$ cat src/rtl/oven_cook_sequencer_pkg.sv
// Shared types and widths for the oven cooking-cycle sequencer.
package oven_pkg;

  parameter int TEMP_W = 8;
  parameter int TIME_W = 8;

  typedef enum logic [2:0] {IDLE, PREHEAT, COOK, PAUSE, DONE} oven_state_t;
  typedef enum logic [1:0] {OFF, BAKE, GRILL, CONV} oven_mode_t;

  // Subtraction that stops at zero instead of wrapping.
  function automatic logic [TEMP_W-1:0] sat_sub(input logic [TEMP_W-1:0] a,
                                                input logic [TEMP_W-1:0] b);
    return (a > b) ? (a - b) : '0;
  endfunction

endpackage

$ cat src/rtl/oven_cook_sequencer_if.sv
// Control and actuator bundle between the register block (master) and the sequencer (slave).
interface oven_cook_sequencer_if ();
  import oven_pkg::*;

  logic              start;
  logic              cancel;
  logic              door_closed;
  oven_mode_t        mode;
  logic [TIME_W-1:0] timp_setat;
  logic [TEMP_W-1:0] temp_target;
  logic [TEMP_W-1:0] temp_current;
  logic              heat_top;
  logic              heat_bot;
  logic              fan_en;
  logic              mod_ready;
  logic [TIME_W-1:0] timer_remain;
  logic              timeout;
  logic              busy;

  modport master (
    output start, cancel, door_closed, mode, timp_setat, temp_target, temp_current,
    input  heat_top, heat_bot, fan_en, mod_ready, timer_remain, timeout, busy
  );

  modport slave (
    input  start, cancel, door_closed, mode, timp_setat, temp_target, temp_current,
    output heat_top, heat_bot, fan_en, mod_ready, timer_remain, timeout, busy
  );

endinterface

$ cat src/rtl/oven_cook_sequencer_tick_gen.sv
// Time-unit prescaler: emits a one-clock tick every TICK_DIV enabled cycles.
module oven_tick_gen #(
  parameter int unsigned TICK_DIV = 50_000_000
) (
  input  logic clk,
  input  logic reset,
  input  logic en,
  input  logic clr,
  output logic tick
);

  localparam int unsigned CNT_W = $clog2(TICK_DIV);
  localparam logic [CNT_W-1:0] LAST = CNT_W'(TICK_DIV - 1);

  logic [CNT_W-1:0] cnt_q, cnt_d;

  always_comb begin
    cnt_d = cnt_q;
    if (clr) begin
      cnt_d = '0;
    end else if (en) begin
      cnt_d = (cnt_q == LAST) ? '0 : cnt_q + CNT_W'(1);
    end
  end

  always_ff @(posedge clk or negedge reset) begin
    if (!reset) begin
      cnt_q <= '0;
    end else begin
      cnt_q <= cnt_d;
    end
  end

  assign tick = en && !clr && (cnt_q == LAST);

endmodule

$ cat src/rtl/oven_cook_sequencer.sv
// Cooking-cycle controller: sequences preheat, cook and done, runs the thermostat
// and the cook timer, and drives the heater/fan enables and status outputs.
module oven_cook_sequencer
  import oven_pkg::*;
#(
  parameter int unsigned       TICK_DIV  = 50_000_000,
  parameter logic [TEMP_W-1:0] HYST      = 8'd5,
  parameter logic [7:0]        DONE_HOLD = 8'd10
) (
  input logic                  clk,
  input logic                  reset,
  oven_cook_sequencer_if.slave bus
);

  oven_state_t       state_q, state_d;
  oven_state_t       ret_q, ret_d;
  oven_mode_t        mode_l_q, mode_l_d;
  logic [TEMP_W-1:0] target_l_q, target_l_d;
  logic [TIME_W-1:0] timer_q, timer_d;
  logic [7:0]        hold_q, hold_d;
  logic              heat_req_q, heat_req_d;
  logic              heat_top_q, heat_top_d;
  logic              heat_bot_q, heat_bot_d;
  logic              fan_q, fan_d;
  logic              ready_q, ready_d;
  logic              timeout_q, timeout_d;
  logic              busy_q, busy_d;
  logic              door_meta_q, door_s_q;
  logic              tick, tick_en, tick_clr;
  logic              ready_now, heating_d;
  logic [TEMP_W-1:0] on_thresh;

  always_ff @(posedge clk or negedge reset) begin
    if (!reset) begin
      door_meta_q <= 1'b0;
      door_s_q    <= 1'b0;
    end else begin
      door_meta_q <= bus.door_closed;
      door_s_q    <= door_meta_q;
    end
  end

  // The prescaler is held at zero outside COOK/DONE, so every entry into COOK starts a full period.
  assign tick_en  = (state_q == COOK) || (state_q == DONE);
  assign tick_clr = !tick_en;

  oven_tick_gen #(.TICK_DIV(TICK_DIV)) u_tick (
    .clk   (clk),
    .reset (reset),
    .en    (tick_en),
    .clr   (tick_clr),
    .tick  (tick)
  );

  always_comb begin
    ready_now  = door_s_q && (bus.timp_setat != '0) && (bus.mode != OFF);
    state_d    = state_q;
    ret_d      = ret_q;
    mode_l_d   = mode_l_q;
    target_l_d = target_l_q;
    timer_d    = timer_q;
    hold_d     = hold_q;
    timeout_d  = 1'b0;

    // Cancel beats door, door beats the final tick, and the tick beats start.
    if (bus.cancel) begin
      state_d = IDLE;
      timer_d = '0;
    end else begin
      case (state_q)
        IDLE: begin
          if (bus.start && ready_now) begin
            state_d    = PREHEAT;
            mode_l_d   = bus.mode;
            target_l_d = bus.temp_target;
            timer_d    = bus.timp_setat;
          end
        end
        PREHEAT: begin
          if (!door_s_q) begin
            state_d = PAUSE;
            ret_d   = PREHEAT;
          end else if (bus.temp_current >= target_l_q) begin
            state_d = COOK;
          end
        end
        COOK: begin
          if (!door_s_q) begin
            state_d = PAUSE;
            ret_d   = COOK;
          end else if (tick) begin
            if (timer_q <= TIME_W'(1)) begin
              timer_d   = '0;
              timeout_d = 1'b1;
              hold_d    = '0;
              state_d   = DONE;
            end else begin
              timer_d = timer_q - TIME_W'(1);
            end
          end
        end
        PAUSE: begin
          if (bus.start && door_s_q) begin
            state_d = ret_q;
          end
        end
        DONE: begin
          if (!door_s_q) begin
            state_d = IDLE;
            timer_d = '0;
          end else if (tick) begin
            if (hold_q + 8'd1 >= DONE_HOLD) begin
              state_d = IDLE;
              timer_d = '0;
            end else begin
              hold_d = hold_q + 8'd1;
            end
          end
        end
        default: begin
          state_d = IDLE;
          timer_d = '0;
        end
      endcase
    end

    case (state_d)
      IDLE:    ready_d = ready_now;
      DONE:    ready_d = (state_q != DONE) ? 1'b1 : (tick ? !ready_q : ready_q);
      default: ready_d = 1'b0;
    endcase

    // Thermostat and actuators follow the next state so the registered outputs line up with it.
    heating_d  = (state_d == PREHEAT) || (state_d == COOK);
    on_thresh  = sat_sub(target_l_d, HYST);
    heat_req_d = heat_req_q;
    if (!heating_d) begin
      heat_req_d = 1'b0;
    end else if (bus.temp_current >= target_l_d) begin
      heat_req_d = 1'b0;
    end else if (bus.temp_current < on_thresh) begin
      heat_req_d = 1'b1;
    end

    heat_top_d = heat_req_d && (mode_l_d != OFF);
    heat_bot_d = heat_req_d && ((mode_l_d == BAKE) || (mode_l_d == CONV));
    fan_d      = heating_d && (mode_l_d == CONV);
    busy_d     = (state_d != IDLE);
  end

  always_ff @(posedge clk or negedge reset) begin
    if (!reset) begin
      state_q    <= IDLE;
      ret_q      <= PREHEAT;
      mode_l_q   <= OFF;
      target_l_q <= '0;
      timer_q    <= '0;
      hold_q     <= '0;
      heat_req_q <= 1'b0;
      heat_top_q <= 1'b0;
      heat_bot_q <= 1'b0;
      fan_q      <= 1'b0;
      ready_q    <= 1'b0;
      timeout_q  <= 1'b0;
      busy_q     <= 1'b0;
    end else begin
      state_q    <= state_d;
      ret_q      <= ret_d;
      mode_l_q   <= mode_l_d;
      target_l_q <= target_l_d;
      timer_q    <= timer_d;
      hold_q     <= hold_d;
      heat_req_q <= heat_req_d;
      heat_top_q <= heat_top_d;
      heat_bot_q <= heat_bot_d;
      fan_q      <= fan_d;
      ready_q    <= ready_d;
      timeout_q  <= timeout_d;
      busy_q     <= busy_d;
    end
  end

  assign bus.heat_top     = heat_top_q;
  assign bus.heat_bot     = heat_bot_q;
  assign bus.fan_en       = fan_q;
  assign bus.mod_ready    = ready_q;
  assign bus.timer_remain = timer_q;
  assign bus.timeout      = timeout_q;
  assign bus.busy         = busy_q;

endmodule

$ cat src/flat_wrapper.sv
// flat-port wrapper written by rule: the top's interface ports become plain ports
module oven_cook_sequencer_flat import oven_pkg::*;
#(
  parameter int unsigned       TICK_DIV  = 50_000_000,
  parameter logic [TEMP_W-1:0] HYST      = 8'd5,
  parameter logic [7:0]        DONE_HOLD = 8'd10
)
  (clk, reset, bus_start, bus_cancel, bus_door_closed, bus_mode, bus_timp_setat, bus_temp_target, bus_temp_current, bus_heat_top, bus_heat_bot, bus_fan_en, bus_mod_ready, bus_timer_remain, bus_timeout, bus_busy);
  oven_cook_sequencer_if bus_i ();
  input logic clk;
  input logic reset;
  input wire logic [$bits(bus_i.start)-1:0] bus_start;
  input wire logic [$bits(bus_i.cancel)-1:0] bus_cancel;
  input wire logic [$bits(bus_i.door_closed)-1:0] bus_door_closed;
  input wire logic [$bits(bus_i.mode)-1:0] bus_mode;
  input wire logic [$bits(bus_i.timp_setat)-1:0] bus_timp_setat;
  input wire logic [$bits(bus_i.temp_target)-1:0] bus_temp_target;
  input wire logic [$bits(bus_i.temp_current)-1:0] bus_temp_current;
  output wire logic [$bits(bus_i.heat_top)-1:0] bus_heat_top;
  output wire logic [$bits(bus_i.heat_bot)-1:0] bus_heat_bot;
  output wire logic [$bits(bus_i.fan_en)-1:0] bus_fan_en;
  output wire logic [$bits(bus_i.mod_ready)-1:0] bus_mod_ready;
  output wire logic [$bits(bus_i.timer_remain)-1:0] bus_timer_remain;
  output wire logic [$bits(bus_i.timeout)-1:0] bus_timeout;
  output wire logic [$bits(bus_i.busy)-1:0] bus_busy;
  assign bus_i.start = bus_start;
  assign bus_i.cancel = bus_cancel;
  assign bus_i.door_closed = bus_door_closed;
  assign bus_i.mode = bus_mode;
  assign bus_i.timp_setat = bus_timp_setat;
  assign bus_i.temp_target = bus_temp_target;
  assign bus_i.temp_current = bus_temp_current;
  assign bus_heat_top = bus_i.heat_top;
  assign bus_heat_bot = bus_i.heat_bot;
  assign bus_fan_en = bus_i.fan_en;
  assign bus_mod_ready = bus_i.mod_ready;
  assign bus_timer_remain = bus_i.timer_remain;
  assign bus_timeout = bus_i.timeout;
  assign bus_busy = bus_i.busy;
  oven_cook_sequencer #(.TICK_DIV(TICK_DIV), .HYST(HYST), .DONE_HOLD(DONE_HOLD)) u_core (.clk(clk), .reset(reset), .bus(bus_i));
endmodule
$ cat config.mk
export PLATFORM = sky130hd
export DESIGN_NAME = oven_cook_sequencer_flat
export DESIGN_NICKNAME = d
export VERILOG_FILES = /design/src/rtl/oven_cook_sequencer_pkg.sv /design/src/rtl/oven_cook_sequencer_if.sv /design/src/rtl/oven_cook_sequencer_tick_gen.sv /design/src/rtl/oven_cook_sequencer.sv /design/src/flat_wrapper.sv
export SDC_FILE = /design/constraint.sdc
export NUM_CORES = 1
export LEC_CHECK = 0
export ABC_AREA = 1
export CAP_MARGIN = 20
export CORE_MARGIN = 2
export CORE_UTILIZATION = 57
export DETAILED_ROUTE_END_ITERATION = 10
export PLACE_DENSITY = 0.8
export SLEW_MARGIN = 20
export SYNTH_ARGS = -nofsm -noshare
export SYNTH_HDL_FRONTEND = slang
export SYNTH_SLANG_ARGS = --single-unit
export TNS_END_PERCENT = 50
$ cat constraint.sdc
create_clock -name clk -period 3.5 [get_ports clk]
set_input_delay 0.875 -clock clk [delete_from_list [all_inputs] [get_ports clk]]
set_output_delay 0.875 -clock clk [all_outputs]
set_load 0.05 [all_outputs]
Word-level counts from Yosys, hierarchy flattened
Cells that the tools add are included.
- bits in registers: 67
- output and inout port bits: 14
- input port bits: 31
- muxes and demuxes: 51
- $lt $le $gt $ge: 6
- reductions and logical operators: 24
- add/sub/neg operators: 4
- bitwise operators: 1
- equality and inequality tests: 26
- operators by type and width (operator ; number):
    $mux 8 ; 18
    $mux 26 ; 2
    $mux 3 ; 13
    $pmux 8 s4 ; 1
    $add 26x1->26 const B ; 1
    $eq 26x26->1 const B ; 1
    $ge 8x8->1 ; 2
    $pmux 8 s2 ; 1
    $pmux 3 s5 ; 1
    $mux 1 ; 10
    $ne 2x1->1 const B ; 5
    $eq 3x2->1 const B ; 3
    $ne 3x2->1 const B ; 3
    $add 8x1->8 const B ; 1
    $ge 8x4->1 const B ; 1
    $gt 8x3->1 const B ; 1
    $le 8x1->1 const B ; 1
    $logic_and 1x1->1 ; 8
    $lt 8x8->1 ; 1
    $ne 2x2->1 const B ; 4
    $ne 4x4->1 const B ; 2
    $reduce_and 8->1 ; 1
    $reduce_bool 2->1 ; 4
    $reduce_bool 8->1 ; 1
    19 further kinds ; 26

Logic depth before layout (Yosys ltp)
Gate-level depths: netlist of run 1.
- depth in word-level cells: 14
- gate-level depth with buffers: 24
- mapped depth without buffers: 23

Hierarchy
A second synthesis of run 1 with hierarchy kept.
- cells, all modules: 610
- area, all modules: 4619.4 um^2
- modules (own cells, without submodules) (module ; area an instance (um^2) ; cells an instance ; instances):
    oven_cook_sequencer ; 2927.8 ; 377 ; 1
    oven_tick_gen ; 1691.6 ; 233 ; 1

Least setup slack after synthesis of run 1
No wires, ideal clock.
- kind: input to register
- from: in bus_timp_setat[4]
- to: reg u_core.heat_bot_q (netlist: u_core.bus.heat_bot)
- data arrival time: 3.405 ns
- library setup time: 0.072 ns
- setup slack: 0.023 ns
- data required time: 3.428 ns
- path buffers: 1
- cell stages on the path: 23
- cells stage by stage: nor2_1 nand2_1 nor2_1 nor2_2 nand4_4 buf_6 inv_1 o21ai_0 ha_1 nor2_1 inv_1 nand2_1 nor3_1 or2_2 nand3_1 ha_1 nand2_1 nor2_1 a211oi_1 nand2_1 nand2_1 nand2_2 nor2_1
- word-level cells in the longest chain between the ends: 14
- RTL lines (what ; line ; text):
    from (decl) ; flat_wrapper.sv:16 ; input wire logic [$bits(bus_i.timp_setat)-1:0] bus_timp_setat;
    $reduce_bool 8->1 (*) ; oven_cook_sequencer.sv:56 ; ready_now = door_s_q && (bus.timp_setat != '0) && (bus.mode != OFF);
    $logic_and 1x1->1 (*) (2 in a row) ; oven_cook_sequencer.sv:56 ;
    $logic_and 1x1->1 (*) ; oven_cook_sequencer.sv:72 ; if (bus.start && ready_now) begin
    $mux 8 ; oven_cook_sequencer.sv:72 ;
    $mux 8 ; oven_cook_sequencer.sv:70 ; case (state_q)
    $mux 8 ; oven_cook_sequencer.sv:66 ; if (bus.cancel) begin
    $sub 8x3->8 / $gt 8x3->1 (equally long branches) ; oven_cook_sequencer_pkg.sv:13 ; return (a > b) ? (a - b) : '0;
    $mux 8 ; oven_cook_sequencer_pkg.sv:13 ;
    $lt 8x8->1 ; oven_cook_sequencer.sv:141 ; end else if (bus.temp_current < on_thresh) begin
    $mux 1 ; oven_cook_sequencer.sv:141 ;
    $mux 1 ; oven_cook_sequencer.sv:139 ; end else if (bus.temp_current >= target_l_d) begin
    $mux 1 ; oven_cook_sequencer.sv:137 ; if (!heating_d) begin
    $logic_and 1x1->1 (*) ; oven_cook_sequencer.sv:146 ; heat_bot_d = heat_req_d && ((mode_l_d == BAKE) || (mode_l_d == CONV));
    via u_core.heat_bot_d ; oven_cook_sequencer.sv:23 ; logic heat_bot_q, heat_bot_d;
    to (signal assigned) ; oven_cook_sequencer.sv:175 ; heat_bot_q <= heat_bot_d;
    to (decl) ; oven_cook_sequencer.sv:23 ;
The timed path passes the listed nets; every way through them passes the cells marked *.
A chain may end at the register's enable or synchronous reset.

Final worst setup path of run 1
- from: in bus_timp_setat[5]
- to: reg u_core.heat_top_q (netlist: u_core.bus.heat_top)
- word-level cells in the longest chain between the ends: 14
- RTL lines (what ; line ; text):
    $reduce_bool 8->1 (*) ; oven_cook_sequencer.sv:56 ;
    $logic_and 1x1->1 (*) (2 in a row) ; oven_cook_sequencer.sv:56 ;
    $logic_and 1x1->1 (*) ; oven_cook_sequencer.sv:72 ;
    $mux 8 (*) ; oven_cook_sequencer.sv:72 ;
    $mux 8 (*) ; oven_cook_sequencer.sv:70 ;
    $mux 8 (*) ; oven_cook_sequencer.sv:66 ;
    via u_core.target_l_d[0] ; oven_cook_sequencer.sv:18 ; logic [TEMP_W-1:0] target_l_q, target_l_d;
    $sub 8x3->8 / $gt 8x3->1 (equally long branches) ; oven_cook_sequencer_pkg.sv:13 ;
    $mux 8 ; oven_cook_sequencer_pkg.sv:13 ;
    $lt 8x8->1 ; oven_cook_sequencer.sv:141 ;
    $mux 1 ; oven_cook_sequencer.sv:141 ;
    $mux 1 (*) ; oven_cook_sequencer.sv:139 ;
    $mux 1 (*) ; oven_cook_sequencer.sv:137 ;
    $logic_and 1x1->1 (*) ; oven_cook_sequencer.sv:145 ; heat_top_d = heat_req_d && (mode_l_d != OFF);
    via u_core.heat_top_d ; oven_cook_sequencer.sv:22 ; logic heat_top_q, heat_top_d;
    to (signal assigned) ; oven_cook_sequencer.sv:174 ; heat_top_q <= heat_top_d;
    to (decl) ; oven_cook_sequencer.sv:22 ;
Marks and branches as above.

==> results of run 1 <==
## cells in the mapped netlist, types with 3 or more instances
| library cell | n |
|---|---|
| ha_1 | 30 |
| o21ai_0 | 34 |
| o21a_1 | 6 |
| nor2_2 | 11 |
| dfrtp_1 | 65 |
| xnor2_1 | 3 |
| nand3_1 | 33 |
| nor4_1 | 3 |
| nor2_1 | 56 |
| inv_1 | 89 |
| nand2_1 | 92 |
| a31oi_1 | 3 |
| inv_2 | 4 |
| o21ai_2 | 3 |
| nor3_1 | 10 |
| o21ai_1 | 3 |
| xor2_1 | 14 |
| or2_2 | 4 |
| o22ai_1 | 3 |
| nand4_1 | 8 |
| a21oi_1 | 27 |
| nand2_2 | 4 |
## final timing paths
path | from | to | cells after the start
min in group asynchronous | reset | u_core.bus.timer_remain[3] | 1
max reg2reg | u_core.door_s_q | u_core.bus.heat_top | 19
min reg2reg | u_core.door_meta_q | u_core.door_s_q | 0
min | u_core.door_meta_q | u_core.door_s_q | 0
max | bus_timp_setat[5] | u_core.bus.heat_top | 28
max in group asynchronous | reset | u_core.state_q[2] | 2
## cells by family (layout without fill, tap and decap cells)
family | after synthesis | count (layout) | share of synthesized area (%)
compound gates | 90 | 90 | 12.49
xor+xnor | 17 | 17 | 3.547
fa+ha+maj | 30 | 30 | 8.942
buf+inv | 100 | 188 | 9.240
flops | 66 | 66 | 39.37
simple gates | 233 | 233 | 26.41
## stage by stage
step | hold slack (ns) | cells | total power, mW
finish | 0.3569 | 723 | 2.672
CTS | 0.3583 | 721 | 2.619
detailed placement | 0.3426 | 696 | 1.759
global placement | 0.3333 | 696 | 1.725
floorplan | 0.3312 | 536 | 1.454
global route | 0.3638 | 723 | 2.833
## registers in the layout, summed over array words and instances, names as in the netlist
signal and flops:
u_core.bus.timeout 1, u_core.bus.fan_en 1, u_core.ret_q 2, u_core.bus.heat_bot 1, u_core.hold_q 8, u_core.u_tick.cnt_q 26
u_core.heat_req_q 1, u_core.door_s_q 1, u_core.bus.timer_remain 8, u_core.door_meta_q 1, u_core.target_l_q 8, u_core.bus.heat_top 1
u_core.bus.mod_ready 1, u_core.bus.busy 1, u_core.mode_l_q 2, u_core.state_q 3
## power by group through the flow
stage	logic (mW)	clock network [mW]	registers [mW]
after floorplan	0.490	0	0.964
after global placement	0.831	0	0.895
after detailed placement	0.863	0	0.896
after CTS	0.941	0.794	0.883
after global routing	1.11	0.830	0.890
final	1.01	0.783	0.883
## metal layers
metal  vias up  track usage [%]  wire (µm)
li1       1898                -          -
met3        14            4.694        577
met2       127            44.51       4968
met1      1785            32.01       4254
met4         0            10.26        129
met5         -                0          0
## final cells by class
class	instances	area share (%)
well taps	99	2.350
inverters	95	6.766
clock buffers	10	2.422
flip-flops and latches	66	31.36
multi-input cells	370	42.52
repair buffers	77	12.42
clock inverters	6	2.160
## what timing repair did
action / in CTS / in global routing
pin swaps: 16 / 24
setup buffers: 9 / 2
endpoints found under the setup margin: 3 / 3
resized for setup: 26 / 32
## worst max-delay path, stage by stage
cell and delay (ns):
clkbuf_2 0.09, nor2_1 0.10, nand2_1 0.09, nor2_2 0.14, nor2_4 0.06, nand4_4 0.10, or2_0 0.14, o21a_2 0.17
inv_2 0.06, ha_4 0.16, nor2_4 0.08, inv_2 0.05, buf_4 0.12, buf_4 0.12, buf_4 0.12, buf_4 0.12
buf_4 0.13, nand3_2 0.06, ha_1 0.22, nand2_1 0.07, inv_1 0.04, nand2_1 0.06, nand2_1 0.05, nand2_1 0.05
nand2_1 0.05, nand2_1 0.07, nand2_2 0.06, nor2_1 0.08
## cell usage in the layout, fill, tap and decap left out, types with 5 or more instances in the layout
cell type,count
nand2_1,91
inv_1,85
dfrtp_1,65
nor2_1,54
nand3_1,32
o21ai_0,32
clkdlybuf4s50_1,31
buf_4,31
ha_1,27
a21oi_1,26
xor2_1,13
nor2_2,11
clkbuf_2,10
nor3_1,9
clkbuf_8,9
inv_2,8
nand4_1,8
o21a_1,6
nand2_2,5
==> results.py, run 1 <==
metrics = {
    "placed_design": {
        "gp_congestion": 0.8992,
        "io_buffers": 44,
        "place_area_um2": 4903,
        "hpwl_mm": 7.024,
        "pre_cts_ws_ns": -0.5553,
    },
    "power": {
        "p_sw_share_pct": 34.97,
        "p_sw_mw": 0.9342,
        "clkPwrFrac_pct": 29.3,
        "p_seq_share_pct": 33.1,
        "power.internal_mw": 1.737,
        "p_leak_nw": 2.504,
        "ir_drop_uv": 294.3,
        "p_per_area_nw_per_um2": 506.9,
        "p_comb_share_pct": 37.6,
    },
    "sta": {
        "finalSetupViolations": 0,
        "hold_viol": 0,
        "worst_slew_pin_slew_ns": 0.7773,
        "finClkSkew_ns": 0.009553,
        "setup_tns_ns": 0,
        "maxSlewViolCount": 0,
        "finalCriticalPeriod_ns": 3.258,
        "relSlewSlack_pct": 48.18,
        "fmax_mhz": 306.9,
        "worst_slack_ns": 0.2419,
        "timing.final.crit_share_pct": 93.09,
    },
    "cts": {
        "path_clk_slew_ns": 0.08,
        "clock_latency_ns": 0.35,
        "clockRootBuffer": "clkbuf_8",
        "cts_tree": "built",
        "cts-buffers-inserted": 9,
        "htreeDepth": 3,
        "cts_buffer_depth": 2,
        "cts-hold-fix-buffers": 0,
        "clkSinkCount": 66,
    },
    "cells_and_area": {
        "fin_nets": 680,
        "seq_area_um2": 1653,
        "area_growth_pct": 25.54,
        "final_cell_area_um2": 5270,
        "diodes": 0,
        "final_util_pct": 73.44,
        "multi_input_area_um2": 2241,
        "nFillCells": 514,
        "drive_above_1_share_pct": 18.27,
    },
    "routing": {
        "ant_nets": 0,
        "drc_errors": 0,
        "wirelength_mm": 9.930,
        "vias": 3824,
        "vias_per_cell": 5.289,
        "drt_iter0_drc": 195,
        "first_pass_iters": 5,
        "wl_per_cell_um": 13.73,
    },
    "worst_setup_path": {
        "start_kind": "input port",
        "critical_path_arrival_ns": 3.55,
        "crit_required_ns": 3.79,
        "critPathKind": "input port to flip-flop",
        "end_kind": "flip-flop",
        "cp_max_fo": 5,
        "r2r_slack_ns": 0.29,
    },
    "floorplan": {
        "die_h_um": 89.82,
        "fp-row-count": 31,
        "dieArea_um2": 8067,
        "ios": 45,
        "start_util_pct": 58.50,
        "fp.dieW_um": 89.82,
        "floorplan.core_area_um2": 7176,
    },
    "synth": {
        "synthFlopType": "dfrtp_1",
        "syn_area_per_cell_um2": 7.832,
        "ys_types": 47,
        "synth.yosys.seq_area_share_pct": 39.37,
        "syn_nets": 597,
        "synth_top_cell_area_share_pct": 38.75,
        "synth_enable_flop_cells": 0,
        "async_reset_ff_share_pct": 100.0,
        "synth_area_leader_cell": "dfrtp_1",
        "ys_seq_elements": 66,
        "synth.area.top_cells": "dfrtp_1 39%, ha_1 8.9%, nand2_1 8.2%",
        "syn_area_um2": 4198,
        "postSynthCellCount": 536,
        "yosysWarningCount": 0,
    },
    "job": {
        "drv_cap": 0,
    },
    "grt": {
        "grt_pass1_wl_mm": 16.80,
        "grtUsageTotal_pct": 25.72,
        "grt_pass1_vias": 3743,
        "antenna_found_initial": 0,
        "grt_start_max_net_pins": 36,
        "gr-total-overflow": 0,
    },
    "run_status": {
        "outcome": "finished, final reports clean",
    },
    "hold_path": {
        "hold_path.class": "flip-flop to flip-flop",
    },
}
Power figures use the tool's default switching activity.
==> run 2: changes to the inputs <==
--- a/config.mk
+++ b/config.mk
@@ -10,6 +10,7 @@
 export CORE_MARGIN = 2
 export CORE_UTILIZATION = 57
 export DETAILED_ROUTE_END_ITERATION = 10
+export MAX_ROUTING_LAYER = met4
 export PLACE_DENSITY = 0.8
 export SLEW_MARGIN = 20
 export SYNTH_ARGS = -nofsm -noshare
==> results.py, run 2 (synthesized netlist as in run 1, its figures left out) <==
metrics = {
    "run_status": {
        "outcome": "finished, final reports clean",
    },
    "worst_setup_path": {
        "cp_max_fo": 6,
        "start_kind": "input port",
        "crit_required_ns": 3.79,
        "r2r_slack_ns": 0.29,
        "r2r_start": "u_core.door_s_q",
        "reg2reg_depth": 19,
        "r2r_end": "u_core.bus.heat_top",
        "end_kind": "flip-flop",
        "critical_path_arrival_ns": 3.56,
        "critPathKind": "input port to flip-flop",
    },
    "placed_design": {
        "place_area_um2": 4903,
        "io_buffers": 44,
        "hpwl_mm": 7.024,
        "gp_congestion": 0.9145,
    },
    "sta": {
        "finalCriticalPeriod_ns": 3.268,
        "finalSetupViolations": 0,
        "fmax_mhz": 306.0,
        "finClkSkew_ns": 0.008481,
        "hold_viol": 0,
        "timing.final.crit_share_pct": 93.39,
        "worst_slew_pin_slew_ns": 0.7751,
        "hold-worst-slack_ns": 0.3572,
        "maxSlewViolCount": 0,
        "relSlewSlack_pct": 48.32,
    },
    "cells_and_area": {
        "nFillCells": 514,
        "drive_above_1_share_pct": 18.27,
        "fin_nets": 680,
        "multi_input_area_um2": 2241,
        "top_register": "u_core.u_tick.cnt_q",
        "layout_commonest_cell": "nand2_1",
        "layout_common_cells": "91 x nand2_1, 85 x inv_1, 65 x dfrtp_1",
        "final_util_pct": 73.44,
        "diodes": 0,
        "final_cell_area_um2": 5270,
        "largest_reg_flops": 26,
        "seq_area_um2": 1653,
        "area_growth_pct": 25.54,
    },
    "routing": {
        "drc_errors": 0,
        "first_pass_iters": 5,
        "ant_nets": 0,
        "vias_per_cell": 5.245,
        "wl_per_cell_um": 13.69,
        "vias": 3792,
        "wirelength_mm": 9.899,
        "drt_iter0_drc": 184,
    },
    "cts": {
        "htreeDepth": 3,
        "cts-hold-fix-buffers": 0,
        "clkSinkCount": 66,
        "clock_latency_ns": 0.35,
        "path_clk_slew_ns": 0.08,
        "clockRootBuffer": "clkbuf_8",
        "cts_tree": "built",
        "cts_buffer_depth": 2,
        "cts-buffers-inserted": 9,
    },
    "floorplan": {
        "fp-row-count": 31,
        "floorplan.core_area_um2": 7176,
        "ios": 45,
        "dieArea_um2": 8067,
        "fp.dieW_um": 89.82,
        "start_util_pct": 58.50,
        "die_h_um": 89.82,
    },
    "grt": {
        "grt_pass1_wl_mm": 16.81,
        "grt_start_max_net_pins": 36,
        "antenna_found_initial": 0,
        "grtUsageTotal_pct": 26.47,
        "gr-total-overflow": 0,
        "grt_pass1_vias": 3743,
    },
    "hold_path": {
        "hold_path.class": "flip-flop to flip-flop",
        "hold_start": "u_core.door_meta_q",
        "hold_path_end": "u_core.door_s_q",
        "hold_depth": 0,
    },
    "power": {
        "ir_drop_uv": 294.7,
        "p_per_area_nw_per_um2": 506.8,
        "p_leak_nw": 2.504,
    },
    "job": {
        "drv_cap": 0,
    },
}
run 2: cell counts in the layout (fill, tap and decap cells not counted):
Identical to the previous run, type by type.
run 2: per-stage QoR:
| step | power (mW) | setup TNS (ns) | setup WS [ns] | std cells |
|---|---|---|---|---|
| final | 2.671 | 0 | 0.2315 | 723 |
| after CTS | 2.619 | 0 | 0.02205 | 721 |
| after detailed placement | 1.759 | -1.593 | -0.5553 | 696 |
| after global routing | 2.832 | -0.01333 | -0.01249 | 723 |
| after global placement | 1.725 | -0.9471 | -0.3294 | 696 |
| after floorplan | 1.454 | 0 | 0.02322 | 536 |
run 2: layout make-up:
type / count / area share (%)
Clock inverter: 6 / 2.160
Sequential cell: 66 / 31.36
Timing Repair Buffer: 77 / 12.42
Inverter: 95 / 6.766
Clock buffer: 10 / 2.422
Multi-Input combinational cell: 370 / 42.52
Tap cell: 99 / 2.350
run 2: power by group:
group	leakage [nW]	internal, mW	switching (mW)	total (mW)
sequential	0.849	0.838	0.0457	0.883
clock	0.113	0.476	0.308	0.784
combinational	1.54	0.424	0.580	1.00
run 2: per-layer routing:
metal	up-vias	global-route usage, %	share of wire, %
li1	1897	-	-
met1	1768	32.17	43
met2	111	44.51	50
met3	16	4.443	5.3
met4	0	10.26	1.7
met5	-	-	0
run 2: worst max-delay path, stage by stage:
cell and delay (ns):
clkbuf_2 0.09, nor2_1 0.04, nand2_1 0.10, nor2_2 0.06, nor2_4 0.11, nand4_4 0.13, or2_0 0.24, o21a_2 0.15
buf_4 0.13, ha_1 0.19, inv_1 0.10, nand3_2 0.12, nand3_4 0.14, nand3_1 0.16, ha_4 0.26, a21oi_2 0.13
nor2_1 0.06, a211oi_2 0.20, nand2_1 0.07, nand2_1 0.07, nand2_2 0.06, nor2_1 0.08
run 2: worst max-delay path by stage:
stage / startpoint / end / slack, ns / depth (start not counted)
6_report: bus_timp_setat[7] / u_core.bus.heat_top / 0.23 / 22
5_1_grt: bus_timp_setat[1] / u_core.bus.heat_bot / -0.01 / 23
4_1_cts: bus_timp_setat[6] / u_core.bus.heat_top / 0.02 / 28
3_5_place_dp: bus_timp_setat[6] / u_core.bus.heat_top / -0.56 / 23
3_3_place_gp: bus_timp_setat[4] / u_core.bus.heat_bot / -0.33 / 24
2_1_floorplan: bus_timp_setat[4] / u_core.bus.heat_bot / 0.02 / 23
run 2: timing repair:
action	4_1_cts	5_1_grt
pin swaps	16	24
endpoints found under the setup margin	3	3
buffers inserted	9	2
resized for setup	26	32
cloned	0	0
==> run 3: changes to the inputs <==
--- a/config.mk
+++ b/config.mk
@@ -9,6 +9,7 @@
 export CAP_MARGIN = 20
 export CORE_MARGIN = 2
 export CORE_UTILIZATION = 57
+export CTS_CLUSTER_DIAMETER = 30
 export DETAILED_ROUTE_END_ITERATION = 10
 export MAX_ROUTING_LAYER = met4
 export PLACE_DENSITY = 0.8
==> results of run 3 <==
No change in the layout: final DEF, timing and power equal those of run 2.
